File: src/rtl/thread_scheduler_pkg.sv
// Shared types and constants for the thread scheduler.
// Thread id, PC and thread-count definitions mirror the common package so the
// scheduler can be dropped into the pipeline without type conversions.
package thread_scheduler_pkg;

  localparam int N_THREADS    = 8;
  localparam int TID_W        = 3;
  localparam int n_threads    = N_THREADS;
  localparam int DRAIN_CYCLES = 8;

  localparam logic [31:0] RESET_PC   = 32'h0000_1000;
  localparam logic [31:0] EXC_VECTOR = 32'h0000_2000;

  typedef logic [TID_W-1:0] threadid_t;
  typedef logic [31:0]      vptr_t;
  typedef logic [7:0]       drain_cnt_t;

  typedef enum logic {
    RUN,
    DRAIN
  } sched_state_t;

endpackage

File: src/rtl/thread_scheduler_rr_arbiter.sv
// Combinational round-robin arbiter.
// Searches the request vector starting just after the last granted thread,
// wrapping modulo the thread count. The pointer register lives in the parent.
module thread_scheduler_rr_arbiter
  import thread_scheduler_pkg::*;
(
  input  logic [N_THREADS-1:0] i_req,
  input  threadid_t            i_last,
  output threadid_t            o_grant,
  output logic                 o_grant_valid
);

  threadid_t w_idx;

  // Walk last+1 .. last+N_THREADS; the id width makes the wrap free, and the
  // final step lands back on last itself so a lone requester still wins.
  always_comb begin
    o_grant       = '0;
    o_grant_valid = 1'b0;
    w_idx         = '0;
    for (int k = 1; k <= N_THREADS; k++) begin
      w_idx = i_last + threadid_t'(k);
      if (!o_grant_valid && i_req[w_idx]) begin
        o_grant       = w_idx;
        o_grant_valid = 1'b1;
      end
    end
  end

endmodule

File: src/rtl/thread_scheduler.sv
// Per-thread PC holder and round-robin fetch arbiter feeding the IF stage.
// Optional build macro THREAD_SCHED_PERF_EN adds per-thread issue counters on
// o_perf_issue_cnt; without it the port and counters do not exist.
module thread_scheduler
  import thread_scheduler_pkg::*;
(
  input  logic                   i_clk,
  input  logic                   i_rst,
  input  logic                   i_if_ready,
  input  logic [N_THREADS-1:0]   i_stalled,
  input  logic [N_THREADS-1:0]   i_wb_pc_en,
  input  vptr_t                  i_wb_pc_data,
  input  logic                   i_exc_en,
  input  threadid_t              i_exc_thread,
  output logic                   o_if_valid,
  output threadid_t              o_if_thread,
  output vptr_t                  o_if_pc,
  output logic [N_THREADS*32-1:0] o_pc_all
`ifdef THREAD_SCHED_PERF_EN
  ,
  output logic [N_THREADS*32-1:0] o_perf_issue_cnt
`endif
);

  sched_state_t r_state     [N_THREADS];
  drain_cnt_t   r_drainCnt  [N_THREADS];
  sched_state_t w_stateNext [N_THREADS];
  drain_cnt_t   w_cntNext   [N_THREADS];
  vptr_t        r_pc        [N_THREADS];
  threadid_t    r_last;

  logic [N_THREADS-1:0] w_run;
  logic [N_THREADS-1:0] w_excHit;
  logic [N_THREADS-1:0] w_req;
  threadid_t            w_grant;
  logic                 w_grantValid;
  logic                 w_fire;

  // Decode which thread, if any, takes an exception this cycle.
  always_comb begin
    for (int i = 0; i < N_THREADS; i++) begin
      w_excHit[i] = i_exc_en && (i_exc_thread == threadid_t'(i));
    end
  end

  // Drain state register: exceptions park a thread while in-flight work drains.
  always_ff @(posedge i_clk or posedge i_rst) begin
    if (i_rst) begin
      for (int i = 0; i < N_THREADS; i++) begin
        r_state[i]    <= RUN;
        r_drainCnt[i] <= '0;
      end
    end else begin
      for (int i = 0; i < N_THREADS; i++) begin
        r_state[i]    <= w_stateNext[i];
        r_drainCnt[i] <= w_cntNext[i];
      end
    end
  end

  // Next-state logic: a fresh exception always (re)loads the drain window.
  always_comb begin
    for (int i = 0; i < N_THREADS; i++) begin
      w_stateNext[i] = r_state[i];
      w_cntNext[i]   = r_drainCnt[i];
      if (w_excHit[i]) begin
        w_stateNext[i] = DRAIN;
        w_cntNext[i]   = drain_cnt_t'(DRAIN_CYCLES - 1);
      end else begin
        case (r_state[i])
          DRAIN: begin
            if (r_drainCnt[i] == '0) w_stateNext[i] = RUN;
            else                     w_cntNext[i]   = r_drainCnt[i] - 8'd1;
          end
          default: w_stateNext[i] = r_state[i];
        endcase
      end
    end
  end

  // State outputs: only RUN threads may compete for fetch.
  always_comb begin
    for (int i = 0; i < N_THREADS; i++) begin
      w_run[i] = (r_state[i] == RUN);
    end
  end

  // Eligibility excludes threads being redirected so a redirect never races an increment.
  always_comb begin
    w_req = w_run & ~i_stalled & ~i_wb_pc_en & ~w_excHit;
  end

  thread_scheduler_rr_arbiter u_arb (
    .i_req         (w_req),
    .i_last        (r_last),
    .o_grant       (w_grant),
    .o_grant_valid (w_grantValid)
  );

  assign w_fire = i_if_ready && w_grantValid;

  // PC registers: exception beats redirect beats speculative +4 advance.
  always_ff @(posedge i_clk or posedge i_rst) begin
    if (i_rst) begin
      for (int i = 0; i < N_THREADS; i++) r_pc[i] <= RESET_PC;
    end else begin
      for (int i = 0; i < N_THREADS; i++) begin
        if (w_excHit[i])                                 r_pc[i] <= EXC_VECTOR;
        else if (i_wb_pc_en[i])                          r_pc[i] <= i_wb_pc_data;
        else if (w_fire && (w_grant == threadid_t'(i)))  r_pc[i] <= r_pc[i] + 32'd4;
      end
    end
  end

  // Registered fetch request and round-robin pointer; both hold when nothing fires.
  always_ff @(posedge i_clk or posedge i_rst) begin
    if (i_rst) begin
      o_if_valid  <= 1'b0;
      o_if_thread <= '0;
      o_if_pc     <= RESET_PC;
      r_last      <= threadid_t'(N_THREADS - 1);
    end else if (w_fire) begin
      o_if_valid  <= 1'b1;
      o_if_thread <= w_grant;
      o_if_pc     <= r_pc[w_grant];
      r_last      <= w_grant;
    end else begin
      o_if_valid  <= 1'b0;
    end
  end

  for (genvar g = 0; g < N_THREADS; g++) begin : g_pcAll
    assign o_pc_all[32*g +: 32] = r_pc[g];
  end

`ifdef THREAD_SCHED_PERF_EN
  logic [31:0] r_perfCnt [N_THREADS];

  // Issue counters: one per thread, bumped on each grant, wrapping silently.
  always_ff @(posedge i_clk or posedge i_rst) begin
    if (i_rst) begin
      for (int i = 0; i < N_THREADS; i++) r_perfCnt[i] <= '0;
    end else begin
      for (int i = 0; i < N_THREADS; i++) begin
        if (w_fire && (w_grant == threadid_t'(i))) r_perfCnt[i] <= r_perfCnt[i] + 32'd1;
      end
    end
  end

  for (genvar g = 0; g < N_THREADS; g++) begin : g_perf
    assign o_perf_issue_cnt[32*g +: 32] = r_perfCnt[g];
  end
`endif

endmodule
File: config.mk
export PLATFORM = sky130hd
export DESIGN_NAME = thread_scheduler
export DESIGN_NICKNAME = d
export VERILOG_FILES = /design/src/rtl/thread_scheduler_pkg.sv /design/src/rtl/thread_scheduler_rr_arbiter.sv /design/src/rtl/thread_scheduler.sv
export SDC_FILE = /design/constraint.sdc
export NUM_CORES = 1
export LEC_CHECK = 0
export BUFFER_PORTS_ARGS = -buffer_cell sky130_fd_sc_hd__clkbuf_2
export CAP_MARGIN = 20
export CELL_PAD_IN_SITES_DETAIL_PLACEMENT = 1
export CELL_PAD_IN_SITES_GLOBAL_PLACEMENT = 1
export CORE_MARGIN = 10
export CORE_UTILIZATION = 40
export DETAILED_ROUTE_END_ITERATION = 6
export HOLD_SLACK_MARGIN = 0.05
export PLACE_DENSITY_LB_ADDON = 0.12
export SLEW_MARGIN = 15
export SYNTH_ARGS = -nofsm -noshare
export SYNTH_HDL_FRONTEND = slang
export SYNTH_HIERARCHICAL = 1
export SYNTH_SLANG_ARGS = --single-unit
File: constraint.sdc
create_clock -name i_clk -period 9.88 [get_ports i_clk]
set_input_delay 0 -clock i_clk [delete_from_list [all_inputs] [get_ports i_clk]]
set_output_delay 0 -clock i_clk [all_outputs]
set_load 0.005 [all_outputs]
Word-level counts from Yosys, hierarchy flattened:

Cells that the tools add are included.

* flip-flop bits (word level): 367
* bits of input ports: 55
* logic and storage cells: 270

* order comparisons: 9
* bitwise logic cells: 15
* equality and inequality tests: 22
* reduce and logical (&&, ||, !) cells: 65
* muxes and demuxes: 108
* add/sub/neg operators: 23

Operator list (number)
* 32-bit 2-to-1 mux: 26
* 32-bit by 3-bit adder with 32-bit output (second input constant): 8
* 8-bit 2-to-1 mux: 24
* 32-bit binary-select mux with 3-bit select: 1
* 8-bit logical NOT: 8
* 8-bit by 1-bit subtractor with 8-bit output (second input constant): 8
* 1-bit 2-to-1 mux: 41
* 3-bit by 4-bit less-than comparator with 1-bit output (second input constant): 8
* 8-bit AND: 3
* 1-bit binary-select mux with 3-bit select: 8
* 3-bit equality test (second input constant): 8
* 1-bit logical AND: 24
* 3-bit 2-to-1 mux: 8
* 8-bit inverter: 3
* 3-bit nonzero test: 8
* 2-bit != test (second input constant): 8
* 2-bit AND reduction: 8
* 2-bit nonzero test: 8
* 3-bit adder (second input constant): 4
* 3-bit by 2-bit equality test with 1-bit output (second input constant): 4
* 1-bit inverter: 8
* 1-bit logical NOT: 7
* 3-bit by 2-bit adder with 3-bit output (second input constant): 2
* 3-bit by 1-bit equality test with 1-bit output (second input constant): 2
* other kinds (4): 5

Longest topological paths before layout:

* word-level depth: 33
* depth in mapped cells: 20

Modules after synthesis:

Netlist, hierarchy kept.

Modules (own cells, without submodules)
* thread_scheduler: instances 1, sequential area each 9198.8 um^2, area each 22064.9 um^2, cells each 2362
* thread_scheduler_rr_arbiter: instances 1, sequential area each 0.0 um^2, area each 785.8 um^2, cells each 93

Worst setup path before layout:

No wires, ideal clock.

* path type: register -> register
* start: register r_last[1]
* end: register o_if_pc[10]
* arrival time: 5166 ps
* path buffers: 8
* stages on the path, launching flop included: 19
* library setup time: 133 ps
* period minus slack after synthesis: 5299 ps
* setup slack: 4581 ps
* path through: dfstp_2 > clkbuf_1 > clkbuf_1 > inv_1 > ha_1 > clkbuf_1 > mux4_1 > mux2_4 > or4_1 > buf_2 > o211a_1 > a31oi_1 > buf_2 > clkbuf_1 > buf_2 > buf_2 > mux4_2 > mux2i_1 > o21ai_0

* longest elaborated chain between the ends: 29
* elaborated cells on any way between the ends: 58

RTL lines
* start: declaration: RTL line thread_scheduler.sv:30 `threadid_t r_last;`
* start signal: assignment: RTL line thread_scheduler.sv:121 `r_last <= threadid_t'(N_THREADS - 1);`
* start signal: assignment: RTL line thread_scheduler.sv:126 `r_last <= w_grant;`
* 3-bit by 1-bit adder with 3-bit output: RTL line thread_scheduler_rr_arbiter.sv:22 `w_idx = i_last + threadid_t'(k);`
* 1-bit binary-select mux with 3-bit select: RTL line thread_scheduler_rr_arbiter.sv:23 `if (!o_grant_valid && i_req[w_idx]) begin`
* 1-bit 2-to-1 mux (implied by the code): RTL line thread_scheduler_rr_arbiter.sv:23
* 1-bit 2-to-1 mux: RTL line thread_scheduler_rr_arbiter.sv:23
* 1-bit logical NOT: RTL line thread_scheduler_rr_arbiter.sv:23
* 1-bit logical AND: RTL line thread_scheduler_rr_arbiter.sv:23
* 1-bit 2-to-1 mux: RTL line thread_scheduler_rr_arbiter.sv:23
* 1-bit logical NOT: RTL line thread_scheduler_rr_arbiter.sv:23
* [13 not listed]
* 1-bit 2-to-1 mux: RTL line thread_scheduler_rr_arbiter.sv:23
* 1-bit logical NOT: RTL line thread_scheduler_rr_arbiter.sv:23
* 1-bit logical AND: RTL line thread_scheduler_rr_arbiter.sv:23
* 3-bit 2-to-1 mux (*): RTL line thread_scheduler_rr_arbiter.sv:23
* via w_grant[0]: RTL line thread_scheduler.sv:35 `threadid_t w_grant;`
* 3-bit inverter with 4-bit output (implied by the code) (*): RTL line thread_scheduler.sv:125 `o_if_pc <= r_pc[w_grant];`
* 32-bit binary-select mux with 3-bit select (*): RTL line thread_scheduler.sv:125
* 32-bit 2-to-1 mux (implied by the code) (*) (2 in a row): RTL line thread_scheduler.sv:125
* end signal: assignment: RTL line thread_scheduler.sv:125
* end: declaration: RTL line thread_scheduler.sv:17 `output vptr_t o_if_pc,`

The timed path passes the listed nets; every way through them passes the cells marked *. The select of a mux whose other input is x is not followed.
A chain may end at the register's enable or synchronous reset.

Worst setup path in the final report:

* start: input port i_exc_en
* end: register r_pc, in the netlist o_pc_all[215]

* longest elaborated chain between the ends: 30
* elaborated cells on any way between the ends: 61

RTL lines
* start: declaration: RTL line thread_scheduler.sv:13 `input logic i_exc_en,`
* 1-bit logical AND (*): RTL line thread_scheduler.sv:42 `w_excHit[i] = i_exc_en && (i_exc_thread == threadid_t'(i));`
* 8-bit inverter (*): RTL line thread_scheduler.sv:90 `w_req = w_run & ~i_stalled & ~i_wb_pc_en & ~w_excHit;`
* 8-bit AND (*): RTL line thread_scheduler.sv:90
* via w_req[5]: RTL line thread_scheduler.sv:34 `logic [N_THREADS-1:0] w_req;`
* 1-bit binary-select mux with 3-bit select: RTL line thread_scheduler_rr_arbiter.sv:23
* 1-bit 2-to-1 mux (implied by the code): RTL line thread_scheduler_rr_arbiter.sv:23
* 1-bit 2-to-1 mux: RTL line thread_scheduler_rr_arbiter.sv:23
* 1-bit logical NOT: RTL line thread_scheduler_rr_arbiter.sv:23
* [16 not listed]
* 1-bit 2-to-1 mux: RTL line thread_scheduler_rr_arbiter.sv:23
* 1-bit logical NOT: RTL line thread_scheduler_rr_arbiter.sv:23
* 1-bit logical AND: RTL line thread_scheduler_rr_arbiter.sv:23
* 3-bit 2-to-1 mux (*): RTL line thread_scheduler_rr_arbiter.sv:23
* via w_grant[1]: RTL line thread_scheduler.sv:35
* 3-bit equality test (*): RTL line thread_scheduler.sv:110 `else if (w_fire && (w_grant == threadid_t'(i))) r_pc[i] <= r_pc[i] + 32'd4;`
* 1-bit logical AND (*): RTL line thread_scheduler.sv:110
* 3-bit nonzero test (no line) (*)
* end signal: indexed assignment: RTL line thread_scheduler.sv:109 `else if (i_wb_pc_en[i]) r_pc[i] <= i_wb_pc_data;`
* end signal: indexed assignment: RTL line thread_scheduler.sv:110
* end: declaration: RTL line thread_scheduler.sv:29 `vptr_t r_pc [N_THREADS];`

Marked as above.

==> out/qor.csv <==
stage,metric,value,unit
status,outcome,completed,
sta,setup-tns-final,0,ps
sta,period_share,0.651,
finish,layout.nets,2863,
logic_synthesis,ys.flop_type,dfrtp_1,
clock_tree,htreeDepth,2,
floorplanning,initial_core_util,0.404,
worst_setup_path,cp-end-kind,flop,
floorplanning,dieArea,67100,um2
sta,worstMarginPinSlew,1080,ps
clock_tree,cts_resized,0,
logic_synthesis,synthTopCellsByCount,"dfrtp_1, nand2_1, a21oi_1, nor2_1, o21ai_0",
power,powerDensity,267,nW/um2
clock_tree,cts_root_buffer,clkbuf_16,
sta,maxSlewViolCount,0,
route,drt_iter0_markers,1733,
logic_synthesis,synthMostInstantiatedCell,dfrtp_1,
route,via_per_inst,6.12,
route,ant_nets,0,
clock_tree,cts_sinks,367,
route,drc_errors,0,
logic_synthesis,ys_warn_count,6,
worst_setup_path,critPathRequiredTime,10330,ps
sta,rsz0062_at_grt,no,
finish,drive_above_1_share,0.206,
sta,max_freq,0.155,GHz
placed_design,place.gp.congestion,0.893,
logic_synthesis,synth_nets,2536,
logic_synthesis,synth-edff-count,0,
clock_tree,post_cts_buffers,0,
grt,grt_use_total,0.296,
logic_synthesis,synth_cell_type_count,72,
clock_tree,clkTransAtPathRegs,60,ps
logic_synthesis,syn-mean-instance-area,9.31,um2
logic_synthesis,ys_ff_latch,367,
grt,grt_max_degree,126,
floorplanning,pin_count,347,
placed_design,place_inst,3443,
grt,grt_overflow,0,
worst_setup_path,critical_path_arrival,6880,ps
placed_design,dp_hpwl,75500,um
hold_path,hold_path.class,input port to flop,
logic_synthesis,syn_inst,2455,
route,drt-pass1-iter-count,5,
grt,grt_antenna_before_repair,1,
logic_synthesis,synth_top_cell_by_area,dfrtp_1,
grt,grt_pass1_wl,151000,um
floorplanning,die_w,259,um
sta,max-slew-margin-rel,0.275,
route,via_count,21865,
logic_synthesis,ys_async_sr_fraction,1.00,
finish,fin_cells,3570,
floorplanning,dieHeight,259,um
logic_synthesis,synth_top_area_frac,0.389,
finish,synthToLayoutAreaGrowth,19.1,%
floorplanning,num_rows,87,
clock_tree,cts_max_path_buffers,3,
sta,finalCriticalPeriod,6430,ps
sta,hold_violations,0,
finish,diodes,0,
placed_design,port_buffers,346,
route,wl_per_cell,28.5,um
sta,fin_skew,19.8,ps
grt,first_global_vias,22432,
worst_setup_path,cp_max_fo,40,
route,finalWirelength,102000,um
worst_setup_path,criticalPathCategory,input port to flop,
logic_synthesis,synth-seq-area-share,0.403,
sta,setup_viol,0,
clock_tree,cts_buffers,45,
floorplanning,core-area,56500,um2
power,power_leakage,11.3,nW
power,vdd_drop_max,286,uV
flow_run,drv_cap,0,
clock_tree,cts_tree,done,
logic_synthesis,synthTopCellsByArea,"dfrtp_1, mux4_2, xnor2_1",
worst_setup_path,startpoint_type,input port,
logic_synthesis,syn_area,22900,um2
clock_tree,clk_latency,590,ps
[worst paths after layout]
check	start	endpoint	slack, ps	cells past startpoint
setup / recovery	i_exc_en	o_pc_all[215]	3450	16
hold / removal	i_exc_thread[0]	r_drainCnt[18]	120	3
setup reg to reg	r_last[1]	o_pc_all[215]	3640	12
hold reg to reg	o_if_thread[2]	o_if_thread[2]	480	2
max in group asynchronous	i_rst	r_drainCnt[31]	7550	6
min in group asynchronous	i_rst	o_pc_all[23]	190	4
[worst max-delay path, cell delays in order]
cell	delay, ps
dlygate4sd3_1	610
clkbuf_2	200
nand2_1	150
nor3b_2	530
buf_4	450
nor4_1	170
mux4_1	630
mux2_1	350
or4_1	660
a21oi_1	210
o22a_4	540
nand3_1	680
or4_1	950
nor4_1	440
xnor2_1	160
a21oi_1	80
[kinds of logic (layout without fill, tap and decap cells)]
kind of cell | count (synthesis) | after routing | synth area share
xor+xnor | 251 | 251 | 0.0962
compound gates | 489 | 489 | 0.126
fa+ha+maj | 26 | 26 | 0.0142
flops | 367 | 367 | 0.403
mux | 165 | 165 | 0.113
simple gates | 904 | 904 | 0.205
buf+inv | 253 | 612 | 0.0431
[per-stage QoR]
stage	power [mW]	hold WS (ps)	util	setup slack, ps	cell area (um2)
floorplan	4.30	125	-	4580	22900
global placement	5.51	277	0.449	3750	25300
detailed placement	5.61	284	0.449	3570	25300
CTS	7.29	77.0	0.482	3550	27200
global route	7.64	147	0.482	3160	27200
finish	7.27	117	0.482	3450	27200
[registers in the layout (all words and copies together), names as in the netlist]
name / count
r_drainCnt: 64
r_last: 3
o_if_valid: 1
o_pc_all: 256
r_state: 8
o_if_thread: 3
o_if_pc: 32
[power breakdown]
part	internal (mW)	switching, mW	leakage (nW)
combinational	1.35	1.94	6.27
sequential	1.85	0.489	4.33
clock	0.948	0.695	0.682
total	4.15	3.12	11.3
[final cells by class]
class | count | area, um2
Fill cell | 6596 | 29300
Multi-Input combinational cell | 1835 | 12700
Sequential cell | 367 | 9200
Timing Repair Buffer | 439 | 2570
Clock buffer | 75 | 1350
Tap cell | 756 | 946
Inverter | 94 | 357
Clock inverter | 4 | 48.8
[what timing repair did]
item | 4_1_cts | 5_1_grt
hold buffers | 48 | 0
endpoints found under the hold margin | 302 | 0
setup endpoints to repair | 0 | 0
[cell usage in the layout, fill, tap and decap left out, types with 16 or more instances in the layout]
cell type / n
clkbuf_2: 346
mux2i_1: 73
nor3_1: 65
and3_1: 29
nand3_1: 97
clkbuf_16: 45
nand4_1: 80
nor2_1: 172
a21oi_1: 183
or4_1: 19
mux4_2: 66
buf_4: 43
nand2_1: 220
o21ai_0: 165
dfrtp_1: 355
o21a_1: 28
and4_1: 25
and2_1: 18
dlygate4sd3_1: 48
o211ai_1: 17
inv_1: 92
clkbuf_1: 19
xnor2_1: 162
a211oi_1: 35
nor4_1: 86
ha_1: 26
xor2_1: 89
or3_1: 16
[per-layer routing]
layer,part of all wire,track usage,up-vias
met1,0.40,0.363,11235
met4,0.055,0.152,2
li1,-,-,9563
met2,0.48,0.491,809
met3,0.062,0.0542,256
met5,0.00012,0,-
(Power assumes the default switching activity.)
